===== src/rtl/alu_pkg.sv =====
// rtl/alu_pkg.sv - ALU opcode constants and shared result type
package alu_pkg;

  localparam int DATA_W = 32;
  localparam int SEL_W  = 4;

  localparam logic [SEL_W-1:0] ALU_ADD     = 4'd0;
  localparam logic [SEL_W-1:0] ALU_SUB     = 4'd1;
  localparam logic [SEL_W-1:0] ALU_LUI     = 4'd2;
  localparam logic [SEL_W-1:0] ALU_SLL     = 4'd3;
  localparam logic [SEL_W-1:0] ALU_SRL     = 4'd4;
  localparam logic [SEL_W-1:0] ALU_SRA     = 4'd5;
  localparam logic [SEL_W-1:0] ALU_XOR     = 4'd6;
  localparam logic [SEL_W-1:0] ALU_OR      = 4'd7;
  localparam logic [SEL_W-1:0] ALU_AND     = 4'd8;
  localparam logic [SEL_W-1:0] ALU_SLT     = 4'd9;
  localparam logic [SEL_W-1:0] ALU_SLTU    = 4'd10;
  localparam logic [SEL_W-1:0] ALU_SEL_MAX = 4'd10;

  // Everything the ALU produces for one op, captured together in the response slot
  typedef struct packed {
    logic [DATA_W-1:0] res;
    logic              zero;
    logic              negative;
    logic              illegal;
  } alu_out_t;

endpackage


===== src/rtl/alu_module.sv =====
// rtl/alu_module.sv - combinational 32-bit ALU with compare flags
module alu_module
  import alu_pkg::*;
(
  input  logic [DATA_W-1:0] i_op1,
  input  logic [DATA_W-1:0] i_op2,
  input  logic [SEL_W-1:0]  i_sel,
  output logic [DATA_W-1:0] o_result,
  output logic              o_zero,
  output logic              o_negative,
  output logic              o_illegal
);

  logic [DATA_W-1:0] w_diff;
  logic [4:0]        w_shamt;

  assign w_diff  = i_op1 - i_op2;
  assign w_shamt = i_op2[4:0];

  // Flags always come from op1-op2 so branch compare can use them with any opcode
  assign o_zero     = (w_diff == '0);
  assign o_negative = w_diff[DATA_W-1];
  assign o_illegal  = (i_sel > ALU_SEL_MAX);

  // Opcode decode; undefined opcodes yield zero
  always_comb begin
    o_result = '0;
    case (i_sel)
      ALU_ADD:  o_result = i_op1 + i_op2;
      ALU_SUB:  o_result = w_diff;
      ALU_LUI:  o_result = i_op2;
      ALU_SLL:  o_result = i_op1 << w_shamt;
      ALU_SRL:  o_result = i_op1 >> w_shamt;
      ALU_SRA:  o_result = $unsigned($signed(i_op1) >>> w_shamt);
      ALU_XOR:  o_result = i_op1 ^ i_op2;
      ALU_OR:   o_result = i_op1 | i_op2;
      ALU_AND:  o_result = i_op1 & i_op2;
      ALU_SLT:  o_result = {{(DATA_W-1){1'b0}}, ($signed(i_op1) < $signed(i_op2))};
      ALU_SLTU: o_result = {{(DATA_W-1){1'b0}}, (i_op1 < i_op2)};
      default:  o_result = '0;
    endcase
  end

endmodule


===== src/rtl/alu_share_arbiter_rr_arbiter.sv =====
// rtl/alu_share_arbiter_rr_arbiter.sv - round-robin one-hot grant with owned pointer
module rr_arbiter #(
  parameter int NREQ  = 2,
  parameter int PTR_W = (NREQ > 1) ? $clog2(NREQ) : 1
) (
  input  logic            clk,
  input  logic            rst_n,
  input  logic [NREQ-1:0] i_req,
  input  logic            i_enable,
  output logic [NREQ-1:0] o_grant
);

  logic [PTR_W-1:0] r_ptr;
  logic [PTR_W-1:0] w_pos;
  logic [PTR_W-1:0] w_win;
  logic             w_found;

  // Scan upward from the pointer with wrap; the first requester found wins
  always_comb begin
    o_grant = '0;
    w_win   = '0;
    w_found = 1'b0;
    w_pos   = '0;
    for (int k = 0; k < NREQ; k++) begin
      w_pos = PTR_W'((int'(r_ptr) + k) % NREQ);
      if (!w_found && i_enable && i_req[w_pos]) begin
        w_found        = 1'b1;
        w_win          = w_pos;
        o_grant[w_pos] = 1'b1;
      end
    end
  end

  // Pointer moves just past the winner so it has lowest priority next time
  always_ff @(posedge clk) begin
    if (!rst_n) begin
      r_ptr <= '0;
    end else if (w_found) begin
      r_ptr <= (w_win == PTR_W'(NREQ-1)) ? '0 : w_win + 1'b1;
    end
  end

endmodule


===== src/rtl/alu_share_arbiter.sv =====
// rtl/alu_share_arbiter.sv - one ALU shared by NREQ requesters with a registered response slot
module alu_share_arbiter #(
  parameter int NREQ   = 2,
  parameter int DATA_W = 32,
  parameter int SEL_W  = 4
) (
  input  logic                   clk,
  input  logic                   rst_n,
  input  logic [NREQ-1:0]        req_valid,
  output logic [NREQ-1:0]        req_ready,
  input  logic [NREQ*DATA_W-1:0] req_op1,
  input  logic [NREQ*DATA_W-1:0] req_op2,
  input  logic [NREQ*SEL_W-1:0]  req_sel,
  output logic [NREQ-1:0]        rsp_valid,
  input  logic [NREQ-1:0]        rsp_ready,
  output logic [DATA_W-1:0]      rsp_res,
  output logic                   rsp_zero,
  output logic                   rsp_negative,
  output logic                   rsp_illegal
);

  import alu_pkg::*;

  logic [NREQ-1:0]   r_rsp_valid;
  alu_out_t          r_rsp;
  alu_out_t          w_alu;
  logic [NREQ-1:0]   w_grant;
  logic              w_slot_free;
  logic              w_accept;
  logic [DATA_W-1:0] w_op1;
  logic [DATA_W-1:0] w_op2;
  logic [SEL_W-1:0]  w_sel;

  // The slot can take a new op if empty or being drained this very cycle
  assign w_slot_free = !(|r_rsp_valid) || (|(r_rsp_valid & rsp_ready));
  assign w_accept    = |w_grant;

  rr_arbiter #(
    .NREQ(NREQ)
  ) u_rr (
    .clk      (clk),
    .rst_n    (rst_n),
    .i_req    (req_valid),
    .i_enable (w_slot_free && rst_n),
    .o_grant  (w_grant)
  );

  // One-hot AND-OR mux of the granted requester's operands into the ALU
  always_comb begin
    w_op1 = '0;
    w_op2 = '0;
    w_sel = '0;
    for (int i = 0; i < NREQ; i++) begin
      if (w_grant[i]) begin
        w_op1 = req_op1[i*DATA_W +: DATA_W];
        w_op2 = req_op2[i*DATA_W +: DATA_W];
        w_sel = req_sel[i*SEL_W +: SEL_W];
      end
    end
  end

  alu_module u_alu (
    .i_op1      (w_op1),
    .i_op2      (w_op2),
    .i_sel      (w_sel),
    .o_result   (w_alu.res),
    .o_zero     (w_alu.zero),
    .o_negative (w_alu.negative),
    .o_illegal  (w_alu.illegal)
  );

  // Response slot: reload on accept, empty on drain, otherwise hold under backpressure
  always_ff @(posedge clk) begin
    if (!rst_n) begin
      r_rsp_valid <= '0;
      r_rsp       <= '0;
    end else if (w_accept) begin
      r_rsp_valid <= w_grant;
      r_rsp       <= w_alu;
    end else if (w_slot_free) begin
      r_rsp_valid <= '0;
    end
  end

  assign req_ready    = w_grant;
  assign rsp_valid    = r_rsp_valid;
  assign rsp_res      = r_rsp.res;
  assign rsp_zero     = r_rsp.zero;
  assign rsp_negative = r_rsp.negative;
  assign rsp_illegal  = r_rsp.illegal;

endmodule


===== config.mk =====
export PLATFORM = sky130hd
export DESIGN_NAME = alu_share_arbiter
export DESIGN_NICKNAME = d
export VERILOG_FILES = /design/src/rtl/alu_pkg.sv /design/src/rtl/alu_module.sv /design/src/rtl/alu_share_arbiter_rr_arbiter.sv /design/src/rtl/alu_share_arbiter.sv
export SDC_FILE = /design/constraint.sdc
export NUM_CORES = 1
export LEC_CHECK = 0
export CORE_MARGIN = 2
export CORE_UTILIZATION = 38
export CTS_CLUSTER_DIAMETER = 80
export DETAILED_ROUTE_END_ITERATION = 6
export HOLD_SLACK_MARGIN = 0.1
export PLACE_DENSITY_LB_ADDON = 0.05
export RECOVER_POWER = 100
export SYNTH_ARGS = -nofsm -noshare
export SYNTH_HDL_FRONTEND = slang
export SYNTH_SLANG_ARGS = --single-unit

===== constraint.sdc =====
create_clock -name clk -period 7.5 [get_ports clk]
set_clock_uncertainty 0.1 [all_clocks]
set_input_delay 1.5 -clock clk [delete_from_list [all_inputs] [get_ports clk]]
set_output_delay 1.5 -clock clk [all_outputs]
set_load 0.005 [all_outputs]

==> flow_metrics.tcl <==
set metrics [dict create \
    grt.total_usage_pct 40.4 \
    synth.avg_cell_area_um2 6.49 \
    grt.overflow.total 0 \
    fin_crit_ns 7.08 \
    postLayoutCoreUtil_pct 47.0 \
    initial_core_util_pct 38.6 \
    slew_viol_final 0 \
    power.total_mw 2.11 \
    clock_latency_ns 0.31 \
    path_class "in -> reg" \
    outcome "finished, violations left" \
    worstPathRequired_ns 7.61 \
    post_drt_wl_per_cell_um 28.6 \
    async_flop_share_pct 0 \
    ys_top_cells_by_area "ha_1, a21oi_1, mux2i_1, dfxtp_1, o21ai_0" \
    die_y_um 178 \
    cts_sinks 38 \
    finalHoldViolations 0 \
    coreArea_um2 29700 \
    period_share_pct 94.4 \
    cp.arrival_ns 7.19 \
    syn_area_um2 11500 \
    postRouteAntennaNets 0 \
    synth_cell_type_count 83 \
    drcViolationCount 1 \
    ys_top_cells_by_count "a21oi_1, nor2_1, nand2_1, o21ai_0, clkbuf_1" \
    vias 15200 \
    synth-seq-cells 38 \
    grt_max_degree 62 \
    drive_above_1_share_pct 6.21 \
    ys_seq_area_share_pct 6.63 \
    grt_pass1_vias 14300 \
    nNetsFinal 2127 \
    drtPass1Iterations 7 \
    dp_hpwl_um 51700 \
    clockRootBuffer "clkbuf_16" \
    cts_buffers 5 \
    post-synth-top-area-cell "ha_1" \
    cts_buffer_depth 2 \
    die_w_um 178 \
    ctsHtreeMaxLevel 2 \
    rrSetupSlack_ns 1.66 \
    cp-end-kind "flip-flop" \
    die-area_um2 31600 \
    syn-num-nets 2010 \
    power_density_nw_per_um2 151 \
    drt_iter0_drc 2099 \
    ys.flop_type "dfxtp_1" \
    grt_pass1_wl_um 94500 \
    critPathMaxFanout 35 \
    antenna_found_initial 1 \
    crit_path_start_kind "primary input" \
    setup_tns_ns 0 \
    hold_buffers 0 \
    yosys_warnings 0 \
    syn_to_final_growth_pct 21.7 \
    fin_hold_ws_ns 0.375 \
    rsz0062_at_grt "false" \
    ir_drop_v 0.000107 \
    hold_path.class "reg -> reg" \
    port-buffer-count 180 \
    r2r-start "rsp_valid[1]" \
    synth_edf_count 0 \
    synth_top_area_share_pct 10.9 \
    worstMarginPinSlew_ns 1.40 \
    maxSlewHeadroom_pct 6.15 \
    crit_start "req_valid[0]" \
    synth_most_common_cell "a21oi_1" \
    postCtsResizedCells 0 \
    viasPerCell 6.70 \
    synth_cells 1767 \
    io_pins 181 \
    setup_violations 0 \
    violations "design-rule violations" \
    gp_congestion 1.02 \
    hp-start "rsp_zero" \
    std_cell_rows 63 \
    drt_wl_total_um 65200 \
    cts_tree "done" \
    maxCapViolations 0 \
    clk_pin_slew_ns 0.07 \
    cellLeakagePower_nw 5.62 \
    post_cts_buffers 0 \
    clock.fmax_mhz 141 \
]
[worst paths after layout]
| path | endpoint | depth (start not counted) |
|---|---|---|
| hold / removal | rsp_zero | 2 |
| setup reg to reg | rsp_zero | 18 |
| setup / recovery | rsp_res[30] | 19 |
| hold reg to reg | rsp_zero | 2 |
[routing by layer]
layer / wire length (um) / part of all wire (%) / vias to the layer above / track usage, %
li1: - / - / 6869 / -
met1: 27000 / 41 / 7296 / 53.7
met2: 27700 / 43 / 927 / 61.5
met3: 7690 / 12 / 148 / 11.3
met4: 2670 / 4.1 / 2 / 16.1
met5: 13 / 0.020 / - / 0
[critical path, cell delays in order]
cell and delay (ns):
clkdlybuf4s50_1 0.53, a21boi_4 0.20, buf_4 0.27, a32oi_1 0.20, clkbuf_1 0.54, nand2b_2 0.25, inv_1 0.16, ha_1 0.31
fa_1 0.48, nor2b_1 0.17, o21ai_0 0.18, a21oi_1 0.17, a311oi_1 0.42, o211ai_1 0.27, a41oi_1 0.45, o21ai_0 0.35
a41oi_1 0.38, mux2i_1 0.25, a21oi_1 0.08
[where the power goes]
part / total, mW / switching, mW / internal (mW)
sequential: 0.241 / 0.0204 / 0.220
combinational: 1.59 / 1.04 / 0.551
clock: 0.274 / 0.116 / 0.158
[through the flow]
step	std cells	worst slack, ns	instance area (um^2)
after global placement	2267	0.607	13800
after detailed placement	2267	0.570	13800
after floorplan	1767	1.15	11500
after global routing	2275	0.154	14000
final	2276	0.419	14000
after CTS	2275	0.890	14000
[cell families after synthesis]
logic type               count (synthesis)  synth area share [%]
AO/OA/AOI/OAI                          699                  41.1
XOR/XNOR                                40                  3.05
adder cells (fa/ha/maj)                101                  11.1
buffers and inverters                  249                  8.32
flip-flops                              38                  6.63
multiplexers                            84                  7.60
AND/OR/NAND/NOR                        556                  22.2
[cell usage in the layout (no fill, tap or decap), types with 19 or more instances in the layout]
cell             Yosys  final
xnor2_1             36     36
ha_1               100    100
a21oi_1            180    180
and2_1              20     19
dlygate4sd3_1        0     37
mux2i_1             77     77
buf_4                0     69
a22oi_1             34     34
a32oi_1             24     23
nor3_1              50     48
a21o_1              20     19
dfxtp_1             38     38
nor2_1             179    176
a221oi_1            26     26
o211ai_1            39     39
a211oi_1            29     30
inv_1               95     96
nand3_1             69     69
o21ai_0            138    137
nand2_1            147    147
o22ai_1             26     26
clkdlybuf4s50_1      0    142
nor4_1              20     20
[cell type report]
cell class	instances	area, um^2
fill	3154	15800
multi-input combinational	1480	9800
timing repair buffer	256	2360
sequential	38	761
tap	390	488
inverter	103	387
clock buffer	7	133
clock inverter	1	30.0
antenna	1	2.50
[registers in the layout, indices dropped and copies added, names as in the netlist, named ones only]
register,flops
rsp_illegal,1
rsp_negative,1
rsp_res,32
rsp_valid,2
rsp_zero,1
Note: power is estimated with default switching activity, not from simulation.
